### config.mk
export PLATFORM = sky130hd
export DESIGN_NAME = aes_ctr_incr_fsm
export DESIGN_NICKNAME = d
export VERILOG_FILES = /design/src/rtl/aes_ctr_incr_fsm.sv
export SDC_FILE = /design/constraint.sdc
export NUM_CORES = 1
export LEC_CHECK = 0
export CAP_MARGIN = 30
export CORE_ASPECT_RATIO = 0.6
export CORE_MARGIN = 1.5
export CORE_UTILIZATION = 45
export CTS_BUF_LIST = sky130_fd_sc_hd__clkbuf_4
export DETAILED_ROUTE_END_ITERATION = 10
export PLACE_DENSITY_LB_ADDON = 0.25
export SETUP_SLACK_MARGIN = 0.02
export SYNTH_ARGS = -nofsm -noshare
export SYNTH_HDL_FRONTEND = slang
export SYNTH_SLANG_ARGS = --single-unit
### constraint.sdc
create_clock -name clk_i -period 5.2 [get_ports clk_i]
set_clock_uncertainty 0.15 [all_clocks]
set_input_delay 0.78 -clock clk_i [delete_from_list [all_inputs] [get_ports clk_i]]
set_output_delay 0.78 -clock clk_i [all_outputs]
set_load 0.02 [all_outputs]
### src/rtl/aes_ctr_incr_fsm.sv
// aes_ctr_incr_fsm: iterative slice-wise counter incrementer for AES CTR/GCM counters.
// Adds a zero-extended step to slice 0 and ripples the carry through one slice per cycle,
// across either all NumSlices slices (full mode) or only the LowSlices low slices (low mode).
// Optional feature macro: AES_CTR_WRAP_DET_EN enables ctr_wrap_o; otherwise it is tied low.
module aes_ctr_incr_fsm #(
  parameter int unsigned SliceSize = 16,
  parameter int unsigned NumSlices = 8,
  parameter int unsigned LowSlices = 2,
  localparam int unsigned SliceIdxW = $clog2(NumSlices)
) (
  input  logic                 clk_i,
  input  logic                 rst_ni,
  input  logic                 incr_i,
  input  logic                 mode_i,
  input  logic [SliceSize-1:0] step_i,
  output logic                 ready_o,
  output logic                 done_o,
  input  logic                 incr_err_i,
  input  logic                 mr_err_i,
  output logic                 alert_o,
  output logic [SliceIdxW-1:0] ctr_slice_idx_o,
  input  logic [SliceSize-1:0] ctr_slice_i,
  output logic [SliceSize-1:0] ctr_slice_o,
  output logic                 ctr_we_o,
  output logic                 ctr_wrap_o
);

  // Sparse encoding: every pair of states differs in at least three bits.
  typedef enum logic [4:0] {
    StIdle  = 5'b01001,
    StIncr  = 5'b10100,
    StError = 5'b11111
  } state_e;

  localparam logic [SliceIdxW-1:0] LastFull = SliceIdxW'(NumSlices - 1);
  localparam logic [SliceIdxW-1:0] LastLow  = SliceIdxW'(LowSlices - 1);

  // Raw vector so that any corrupted value is representable and caught by the default arm.
  logic [4:0]           state_d, state_q;
  logic [SliceIdxW-1:0] idx_d, idx_q;
  logic                 carry_d, carry_q;
  logic [SliceSize-1:0] step_d, step_q;
  logic                 mode_d, mode_q;

  logic [SliceIdxW-1:0] last_idx;
  logic [SliceSize-1:0] addend;
  logic [SliceSize:0]   sum;
  logic                 err;

  assign err      = incr_err_i | mr_err_i;
  // Last active slice follows from the mode latched with the request.
  assign last_idx = mode_q ? LastLow : LastFull;

  assign ctr_slice_idx_o = idx_q;

  // Slice adder: step enters at slice 0, the stored carry at every later slice.
  always_comb begin
    addend = (idx_q == '0) ? step_q : {{(SliceSize - 1){1'b0}}, carry_q};
    sum    = {1'b0, ctr_slice_i} + {1'b0, addend};
  end

  // Next-state, datapath update and output decode.
  always_comb begin
    state_d     = state_q;
    idx_d       = idx_q;
    carry_d     = carry_q;
    step_d      = step_q;
    mode_d      = mode_q;
    ready_o     = 1'b0;
    done_o      = 1'b0;
    ctr_we_o    = 1'b0;
    alert_o     = 1'b0;
    ctr_slice_o = '0;

    case (state_q)
      StIdle: begin
        ready_o = 1'b1;
        if (incr_i && !err) begin
          idx_d   = '0;
          carry_d = 1'b0;
          mode_d  = mode_i;
          step_d  = step_i;
          state_d = StIncr;
        end
      end
      StIncr: begin
        // Every active slice is written, carry or not, so latency is data independent.
        ctr_we_o    = 1'b1;
        ctr_slice_o = sum[SliceSize-1:0];
        carry_d     = sum[SliceSize];
        idx_d       = idx_q + 1'b1;
        if (idx_q == last_idx) begin
          done_o  = 1'b1;
          idx_d   = '0;
          carry_d = 1'b0;
          state_d = StIdle;
        end
      end
      StError: begin
        alert_o = 1'b1;
      end
      default: begin
        alert_o = 1'b1;
        state_d = StError;
      end
    endcase

    // Integrity errors override everything, including an acceptance in the same cycle.
    if (err) begin
      state_d  = StError;
      ctr_we_o = 1'b0;
      done_o   = 1'b0;
    end
  end

`ifdef AES_CTR_WRAP_DET_EN
  // Wrap is the carry out of the final slice, reported alongside done_o.
  always_comb begin
    ctr_wrap_o = done_o & sum[SliceSize];
  end
`else
  // Wrap detection compiled out.
  always_comb begin
    ctr_wrap_o = 1'b0;
  end
`endif

  // State and datapath registers.
  always_ff @(posedge clk_i or negedge rst_ni) begin
    if (!rst_ni) begin
      state_q <= StIdle;
      idx_q   <= '0;
      carry_q <= 1'b0;
      step_q  <= '0;
      mode_q  <= 1'b0;
    end else begin
      state_q <= state_d;
      idx_q   <= idx_d;
      carry_q <= carry_d;
      step_q  <= step_d;
      mode_q  <= mode_d;
    end
  end

endmodule
Word level (Yosys, flattened, before mapping)
Cells that the tools add are included.

storage, ports and cells
  register bits after elaboration = 26
  input bits = 38
  output and inout port bits = 24
  logic and storage cells = 44

cells by class
  add/subtract/negate cells = 2
  eq/ne operators = 8
  mux-type cells = 20
  bitwise operators = 1
  reduce and logical (&&, ||, !) cells = 8

operator list
  operator               number
  $mux W16               2
  $add A16 B16 Y17       1
  $mux W5                3
  $pmux W5 S3            1
  $eq A5 B5 Y1 const B   2
  $mux W1                9
  $mux W3                3
  $ne A3 B3 Y1 const B   2
  $pmux W3 S2            1
  $eq A5 B4 Y1 const B   1
  $ne A2 B2 Y1 const B   2
  $reduce_and A2 Y1      2
  $add A3 B1 Y3 const B  1
  $eq A3 B3 Y1           1
  $logic_not A3 Y1       1
  $reduce_and A3 Y1      1
  $pmux W1 S2            1
  $reduce_bool A2 Y1     1
  $reduce_or A2 Y1       1
  $logic_and A1 B1 Y1    1
  $logic_not A1 Y1       1
  $or A1 B1 Y1           1

Logic depth before layout (Yosys ltp)
  depth in word-level cells = 6
  depth in mapped cells = 13
  depth with buffers taken out = 13

Worst setup path after synthesis
No wires, ideal clock.

  path kind = register to output
  start point = register idx_q[1], in the netlist ctr_slice_idx_o[1]
  end point = output ctr_slice_o[14]
  arrival time = 3024 ps
  required time = 4270 ps
  slack = 1246 ps
  cell stages (with the launch flop) = 14
  path buffers = 0
  cells stage by stage = dfrtp_1 > inv_1 > ha_1 > nor2b_1 > mux2_2 > ha_1 > inv_1 > fa_1 > nor2b_4 > o31a_4 > o22a_4 > a221oi_2 > o21ai_0 > a21oi_1

on the way
  longest elaborated chain between the ends = 4

RTL lines
  what                      line  RTL
  start: declaration        40    logic [SliceIdxW-1:0] idx_d, idx_q;
  start signal: assignment  138   idx_q <= idx_d;
  $logic_not A3 Y1          58    addend = (idx_q == '0) ? step_q : {{(SliceSize - 1){1'b0}}, carry_q};
  $mux W16                  58
  $add A16 B16 Y17          59    sum = {1'b0, ctr_slice_i} + {1'b0, addend};
  $mux W16                  75    case (state_q)
  end: declaration          23    output logic [SliceSize-1:0] ctr_slice_o,

Every way passes these cells.

Worst setup path in the final report
  start point = register idx_q[0], in the netlist ctr_slice_idx_o[0]
  end point = output ctr_slice_o[14]

Same word-level chain as after synthesis.

==> impl_results.md <==
- Routed WL per cell: 14.55 µm
- Antenna violations before repair: 0
- Synthesis-to-finish area growth: 35.60%
- Final WL: 4917 µm
- Number of placed instances, taps included: 334
- Final worst-path cycle share: 91.38%
- FF-to-FF setup slack: 2040 ps
- PostCTS Resize Cnt: 0
- Worst-Skew Late Latency: 320 ps
- Final Setup Violations: 0
- Top post-synthesis cells by count: dfrtp_1 (23), ha_1 (18), nor2_1 (18)
- Post-CTS setup buffer count: 0
- Delay of the slowest cell on the worst path: 650 ps
- Die area: 0.004842 mm²
- Core Region: 0.004167 mm²
- Final worst setup slack: 448.5 ps
- Fin cells: 338
- Cell Chain, Critical Path: inv_1 -> ha_1 -> nor2b_1 -> mux2_2 -> ha_1 -> inv_1 -> fa_1 -> nor2b_4 -> o31a_4 -> o22a_4 -> a221oi_2 -> o21ai_0 -> a21oi_1 -> clkdlybuf4s50_1
- CP max FO: 5
- Setup Crit Path Kind: register to output port
- Fmax: 210.5 MHz
- Placed standard-cell area: 0.002671 mm²
- Largest cells by area after synthesis: dfrtp_1 (29%), ha_1 (11%), mux2_1 (9.6%)
- Worst setup EP type: output port
- Die Wd: 88.84 µm
- Post-Syn Area: 0.001989 mm²
- DRC errors left: 0
- Port bufs: 60
- FP Rows: 18
- Vias/cell: 5.320
- Detail Route Antenna Nets: 0
- Vias in the first global route: 1619
- # Max-Cap Violations: 0
- Lkg Pwr: 1.251 nW
- Post-DP HPWL: 3898 µm
- IO Count: 62
- Worst Path Buf+Inv: 3
- PwrDens: 127.4 mW/mm²
- Syn avg cell area: 9.210 µm²
- Net Count, Synth: 273
- First-pass GRT wire length: 7659 µm
- Root Driver: clkbuf_4
- Slew margin rel.: 51.29%
- VDD IR-drop max: 0.00007195 V
- CP Data Required Time: 4270 ps
- CTS buffer count: 3
- Routability cong.: 0.8275
- Post-synthesis sequential area ratio: 30.25%
- CTS tree: done
- Clock-pin transition on the worst setup and hold timing paths: 140 ps
- Number of synthesized flops with an enable pin: 0
- Outcome: finished clean
- Slew Viols, Final: 0
- Top_reg_cell synth: dfrtp_1
- Worst hold-check path type: register to register
- Max clock buf depth: 2
- Yosys Warn Count: 0
- Total track usage: 21.32%
- Vert. Die Dim: 54.51 µm
- Fin Setup TNS: 0 ps
- Ys async rst share: 100.0%
- H-tree levels: 1
- RSZ-0062 raised after global routing: no
- Slowest CP cell: clkdlybuf4s50_1
- Largest net degree at the start of global routing: 25
- Power, Total: 0.3437 mW
- Worst-margin pin slew: 728.8 ps
- Antenna cell count: 0
- Drt pass-1 iters: 4
- Hold buffer count at CTS: 0
- Hold Slack: 341.7 ps
- Util after Layout: 64.74%
- Share of cells above drive strength 1: 6.475%
- Fin. Hold Viols: 0
- Register bit total from synthesis: 24
- CP arrival: 3820 ps
- Top Family by Delay on Critical Path: compound AO/OA/AOI/OAI gates
- CTS Sinks: 24
- Tmin final: 4752 ps
- Initial DRC count: 58
- Distinct cell type count after synthesis: 51
- Cell area after layout: 0.002698 mm²
- Starting Density: 47.75%
- Place WS: 741.1 ps
- Nets: 336
- Most common cell in the netlist: dfrtp_1
- Startpoint types: register
- Vias: 1798
- Synth Instances: 216
- Top cell type's share of synthesized area: 28.93%
- Grt ovf: 0
- Area leader, netlist: dfrtp_1
## cells by family after synthesis
logic type	synth area share [%]
simple gates	22.20
compound gates	19.12
flops	30.25
fa+ha+maj	12.33
mux	10.19
buf+inv	2.641
xor+xnor	3.082
other cells	0.1885
## final timing paths
kind                                          from         endpoint  depth (start not counted)
worst max-delay path            ctr_slice_idx_o[0]  ctr_slice_o[14]                         14
worst min-delay path                    step_q[12]       step_q[12]                          1
worst max register to register  ctr_slice_idx_o[0]          carry_q                         13
worst min register to register          step_q[12]       step_q[12]                          1
max in group asynchronous                   rst_ni       state_q[3]                          2
min in group asynchronous                   rst_ni        step_q[1]                          2
## cell usage in the layout, fill, tap and decap left out, drive strengths merged, types with 2 or more instances in the layout
cell type and n:
nor2 18, nand3 5, o21ai 10, buf 4, nor2b 4, nor3 5, nor3b 2, a21o 7
mux2 18, xor2 4, inv 6, nand2b 3, nand2 15, o22ai 2, xnor2 3, nor4 3
a21oi 9, and2 15, ha 18, o21a 7, clkdlybuf4s50 60, o211ai 4, and3 3, or2 2
or3 4, clkbuf 3, a31oi 3, dfrtp 23
## flip-flops by register name, summed over array words and instances, names as in the netlist
signal and cells:
carry_q 1, state_q 3, mode_q 1, ctr_slice_idx_o 3, step_q 16
## cell type report
class | instances | area [µm²]
multi-input cells | 180 | 1341
repair buffers | 64 | 630.6
well taps | 60 | 75.07
clock inverters | 1 | 3.754
flip-flops and latches | 24 | 601.8
inverters | 6 | 22.52
clock buffers | 3 | 22.52
fillers | 372 | 1469
## power breakdown
group | switching (mW) | internal (mW) | total, mW
Sequential | 0.00116 | 0.188 | 0.189
Clock | 0.0590 | 0.0281 | 0.0871
Combinational | 0.0286 | 0.0390 | 0.0676
Total | 0.0887 | 0.255 | 0.344
## metal layers
layer  vias up  track usage (%)  wire length, µm
met5         -                0                0
met4         0            3.125               13
met3         2            4.827              271
met2        50            34.22             2119
met1       840            30.17             2512
li1        906                -                -
Power figures use the tool's default switching activity.
==> patch 1, RTL diff (same flow settings) <==
Add a define of `AES_CTR_WRAP_DET_EN`.
--- a/src/rtl/aes_ctr_incr_fsm.sv
+++ b/src/rtl/aes_ctr_incr_fsm.sv
@@ -3,4 +3,6 @@
 // across either all NumSlices slices (full mode) or only the LowSlices low slices (low mode).
 // Optional feature macro: AES_CTR_WRAP_DET_EN enables ctr_wrap_o; otherwise it is tied low.
+`define AES_CTR_WRAP_DET_EN
+
 module aes_ctr_incr_fsm #(
   parameter int unsigned SliceSize = 16,
Check against the original RTL: not equivalent (Yosys sat finds a counterexample within 4 cycles, from zero or initial values and one cycle with rst_ni low).
==> patch 1 against the unedited design <==
Sequential share of layout area is 1.2 points lower. Die area is 7.1% higher. Non-clock buffer count is 1 higher. Routed wire length is 7.1% higher. Sequential cell count stayed put. Total power is 14% higher. Synthesized area is 7.4% higher. Critical path depth is 1 lower. Worst hold slack better by 0.027 ns. Cell count is 8.0% higher. Setup slack better by 0.031 ns. Final area is 5.6% higher.
==> patch 1: results <==
set metrics [dict create \
    grtUsageTotal_pct 21.7 \
    hold_end "step_q[2]$_DFFE_PN0P_" \
    regMostFlops "step_q" \
    r2r_slack_ns 2.18 \
    crit_arrival_ns 3.79 \
    via_per_inst 5.38 \
    post_cts_buffers 0 \
    ys_types 50 \
    ys_seq_area_share_pct 28.2 \
    io_buffer_count 61 \
    hpwlAfterDp_um 4130 \
    worstSkewPairLatency_ns 0.34 \
    nFillCells 421 \
    initialDrtViolationCount 105 \
    grt_pass1_vias 1867 \
    hold_ws_ns 0.369 \
    nNetsFinal 360 \
    routedWlPerCell_um 14.4 \
    drive_above_1_share_pct 11.3 \
    ir_worst_vdd_mv 0.0713 \
    reg2reg_depth 11 \
    synthTopCellsByArea "dfrtp_1 (27%), ha_1 (11%), mux2_4 (6.3%), mux2_2 (4.7%), a21oi_1 (4.7%)" \
    status "finished, final reports clean" \
    clk_pin_slew_worst_paths_ns 0.16 \
    slew_headroom_pct 52.3 \
    place_area_mm2 0.00280 \
    gp_congestion 0.855 \
    syn-num-nets 299 \
    grt_pass1_wl_um 8890 \
    crit_fanout 6 \
    p_leak_uw 0.00125 \
    synthTopCellsByCount "dfrtp_1 (23), nand2_1 (23), a21oi_1 (20), nor2_1 (19), ha_1 (18)" \
    hold_start "step_q[2]$_DFFE_PN0P_" \
]
## patch 1: cell types whose count changed after synthesis, moves of 3 or more
cell and change:
o211ai_1 -3, mux2_2 +8, mux2_1 -17, o21ai_0 +6
inv_1 +4, nand4_1 +3, o21a_1 -4, nor4_1 -3
a21oi_1 +11, nand2_1 +8, mux2_4 +9, or3_1 -3
## patch 1: layout make-up
| type | count | area share (%) |
|---|---|---|
| multi-input cells | 199 | 50.2 |
| repair buffers | 65 | 22.8 |
| flip-flops and latches | 24 | 21.1 |
| well taps | 63 | 2.77 |
| inverters | 10 | 1.32 |
| clock inverters | 1 | 1.05 |
| clock buffers | 3 | 0.791 |
## patch 1: kinds of logic (layout without fill, tap and decap cells)
| kind of cell | Yosys count | in the layout | share of synthesized area (%) |
|---|---|---|---|
| adders and majority gates | 19 | 19 | 11.5 |
| and+or+nand+nor | 91 | 91 | 22.7 |
| xor gates and xnor gates | 7 | 7 | 2.87 |
| buffers and inverters | 19 | 79 | 4.98 |
| DFF | 24 | 24 | 28.2 |
| AOI/OAI and AO/OA | 62 | 62 | 17.9 |
| muxes | 20 | 20 | 12.0 |
## patch 1: per-stage QoR
step                      instances  worst slack, ns  util, %
after detailed placement        361            0.675     61.2
after floorplan                 242             1.24        -
after global routing            365            0.153     62.4
after CTS                       365            0.455     62.4
final                           365            0.479     62.4
after global placement          360            0.732     60.9
## patch 1: critical path: stages (launching register included)
cell and delay (ns):
dfrtp_1 0.45, inv_1 0.09, ha_1 0.20, nor2b_1 0.15, mux2_2 0.23, ha_1 0.18
inv_1 0.06, fa_1 0.39, nand2b_1 0.21, a211oi_1 0.37, o21ai_1 0.17, nand3_1 0.11
nor3b_1 0.20, clkdlybuf4s50_1 0.64
## patch 1: worst max path at each step
stage / end / cells past startpoint / slack (ns) / from
6_report: ctr_slice_o[12] / 13 / 0.48 / ctr_slice_idx_o[0]$_DFFE_PN0P_
4_1_cts: ctr_slice_o[12] / 13 / 0.46 / ctr_slice_idx_o[0]$_DFFE_PN0P_
3_3_place_gp: ctr_slice_o[12] / 10 / 0.73 / ctr_slice_i[0]
3_5_place_dp: ctr_slice_o[12] / 10 / 0.67 / ctr_slice_i[0]
2_1_floorplan: ctr_slice_o[12] / 12 / 1.24 / ctr_slice_idx_o[0]$_DFFE_PN0P_
5_1_grt: ctr_slice_o[12] / 13 / 0.15 / ctr_slice_idx_o[0]$_DFFE_PN0P_
## patch 1: power breakdown
part	switching, uW	internal, uW	leakage, uW	total, uW
Combinational	24.3	33.7	0.000913	58.1
Sequential	0	187	0.000306	187
Clock	67.3	78.0	0.0000279	145
Total	91.7	299	0.00125	390
## patch 1: metal layers
layer,vias to the layer above,GRT usage (%),routed length (um)
li1,989,-,-
met1,911,33.0,2750
met2,63,32.4,2130
met3,2,4.88,379
met4,0,1.76,13
met5,-,0,0
==> patch 2, RTL diff (same settings) <==
Made on the original files. Register the input `mode_i` before use. The logic sees it one clock later. The other inputs are not delayed to match.
--- a/src/rtl/aes_ctr_incr_fsm.sv
+++ b/src/rtl/aes_ctr_incr_fsm.sv
@@ -35,4 +35,10 @@
   localparam logic [SliceIdxW-1:0] LastFull = SliceIdxW'(NumSlices - 1);
   localparam logic [SliceIdxW-1:0] LastLow  = SliceIdxW'(LowSlices - 1);
+
+  logic mode_r;
+
+  always_ff @(posedge clk_i) begin
+    mode_r <= mode_i;
+  end
 
   // Raw vector so that any corrupted value is representable and caught by the default arm.
@@ -79,5 +85,5 @@
           idx_d   = '0;
           carry_d = 1'b0;
-          mode_d  = mode_i;
+          mode_d  = mode_r;
           step_d  = step_i;
           state_d = StIncr;
Formal check against the unedited RTL: not equivalent (Yosys sat finds a counterexample within 4 cycles, from zero or initial values and one cycle with rst_ni low).
==> patch 2 against the unedited design <==
Cell count unchanged. Global-route usage shrank 1.2 points. Sequential cell count is 1 higher. Routed wire length shrank 6.5%. First-iteration DRC count increased by 33%. Sequential share of layout area up 0.44 points. Final area grew 1.3%. Setup slack improved by 0.045 ns. Count of clock-buffer cells in the layout rose by 1. Synthesized area is 1.0% higher. Total power rose by 4.7%. Critical endpoint unchanged. Largest power group unchanged.
==> patch 2: results <==
set metrics [dict create \
    status "finished, final reports clean" \
    synthTopCellsByArea "dfrtp_1 (29%), ha_1 (11%), mux2_1 (9.5%), and2_1 (4.7%), nor2_1 (3.4%)" \
    initialDrtViolationCount 77 \
    ys_seq_area_share_pct 30.9 \
    met3_length_um 298 \
    via_per_inst 5.36 \
    grtUsageTotal_pct 20.1 \
    hold_depth 1 \
    seq_area_um2 622 \
    m1WireLength_um 2400 \
    crit_arrival_ns 3.78 \
    coreArea_mm2 0.00419 \
    p_clk_uw 94.4 \
    wirelength_um 4600 \
    syn-num-nets 274 \
    seq_area_share_pct 22.7 \
    nFillCells 362 \
    hold_start "mode_r$_DFF_P_" \
    r2r_slack_ns 2.08 \
    clk_share_pct 1.10 \
    async_flop_share_pct 96.0 \
    use_met1_pct 29.1 \
    powerDensity_mw_per_mm2 132 \
    bufAreaShareNonClock_pct 23.5 \
    gp_congestion 0.882 \
    ys_types 52 \
    drive_above_1_share_pct 6.47 \
    slew_headroom_pct 52.1 \
    syn-instance-count 217 \
    multi_input_area_share_pct 49.1 \
    n_clock_buffer 4 \
    hpwlAfterDp_um 3660 \
    use_met2_pct 32.2 \
    grt_pass1_wl_um 7370 \
    cts_sinks 25 \
    num-nonclk-buffers 63 \
    hold_end "mode_q$_DFFE_PN0P_" \
    grt_use_met3_pct 4.37 \
    p_leak_uw 0.00126 \
    route.met2.wl_um 1870 \
]
patch 2: kinds of logic (layout without fill, tap and decap cells):
| group | Yosys count | after routing | synth area share, % |
|---|---|---|---|
| AND/OR/NAND/NOR | 83 | 83 | 22.0 |
| AO/OA/AOI/OAI | 52 | 52 | 18.9 |
| flip-flops | 25 | 25 | 30.9 |
| adder cells (fa/ha/maj) | 19 | 19 | 12.2 |
| multiplexers | 18 | 18 | 10.1 |
| buffers and inverters | 12 | 73 | 2.62 |
| XOR/XNOR | 7 | 7 | 3.05 |
| other | 1 | 1 | 0.187 |
patch 2: through the flow:
step / setup slack, ns / hold WS [ns] / cells
global route: 0.254 / 0.337 / 338
finish: 0.493 / 0.313 / 338
CTS: 0.451 / 0.317 / 338
global placement: 0.734 / 0.276 / 333
detailed placement: 0.746 / 0.285 / 334
floorplan: 1.25 / 0.274 / 217
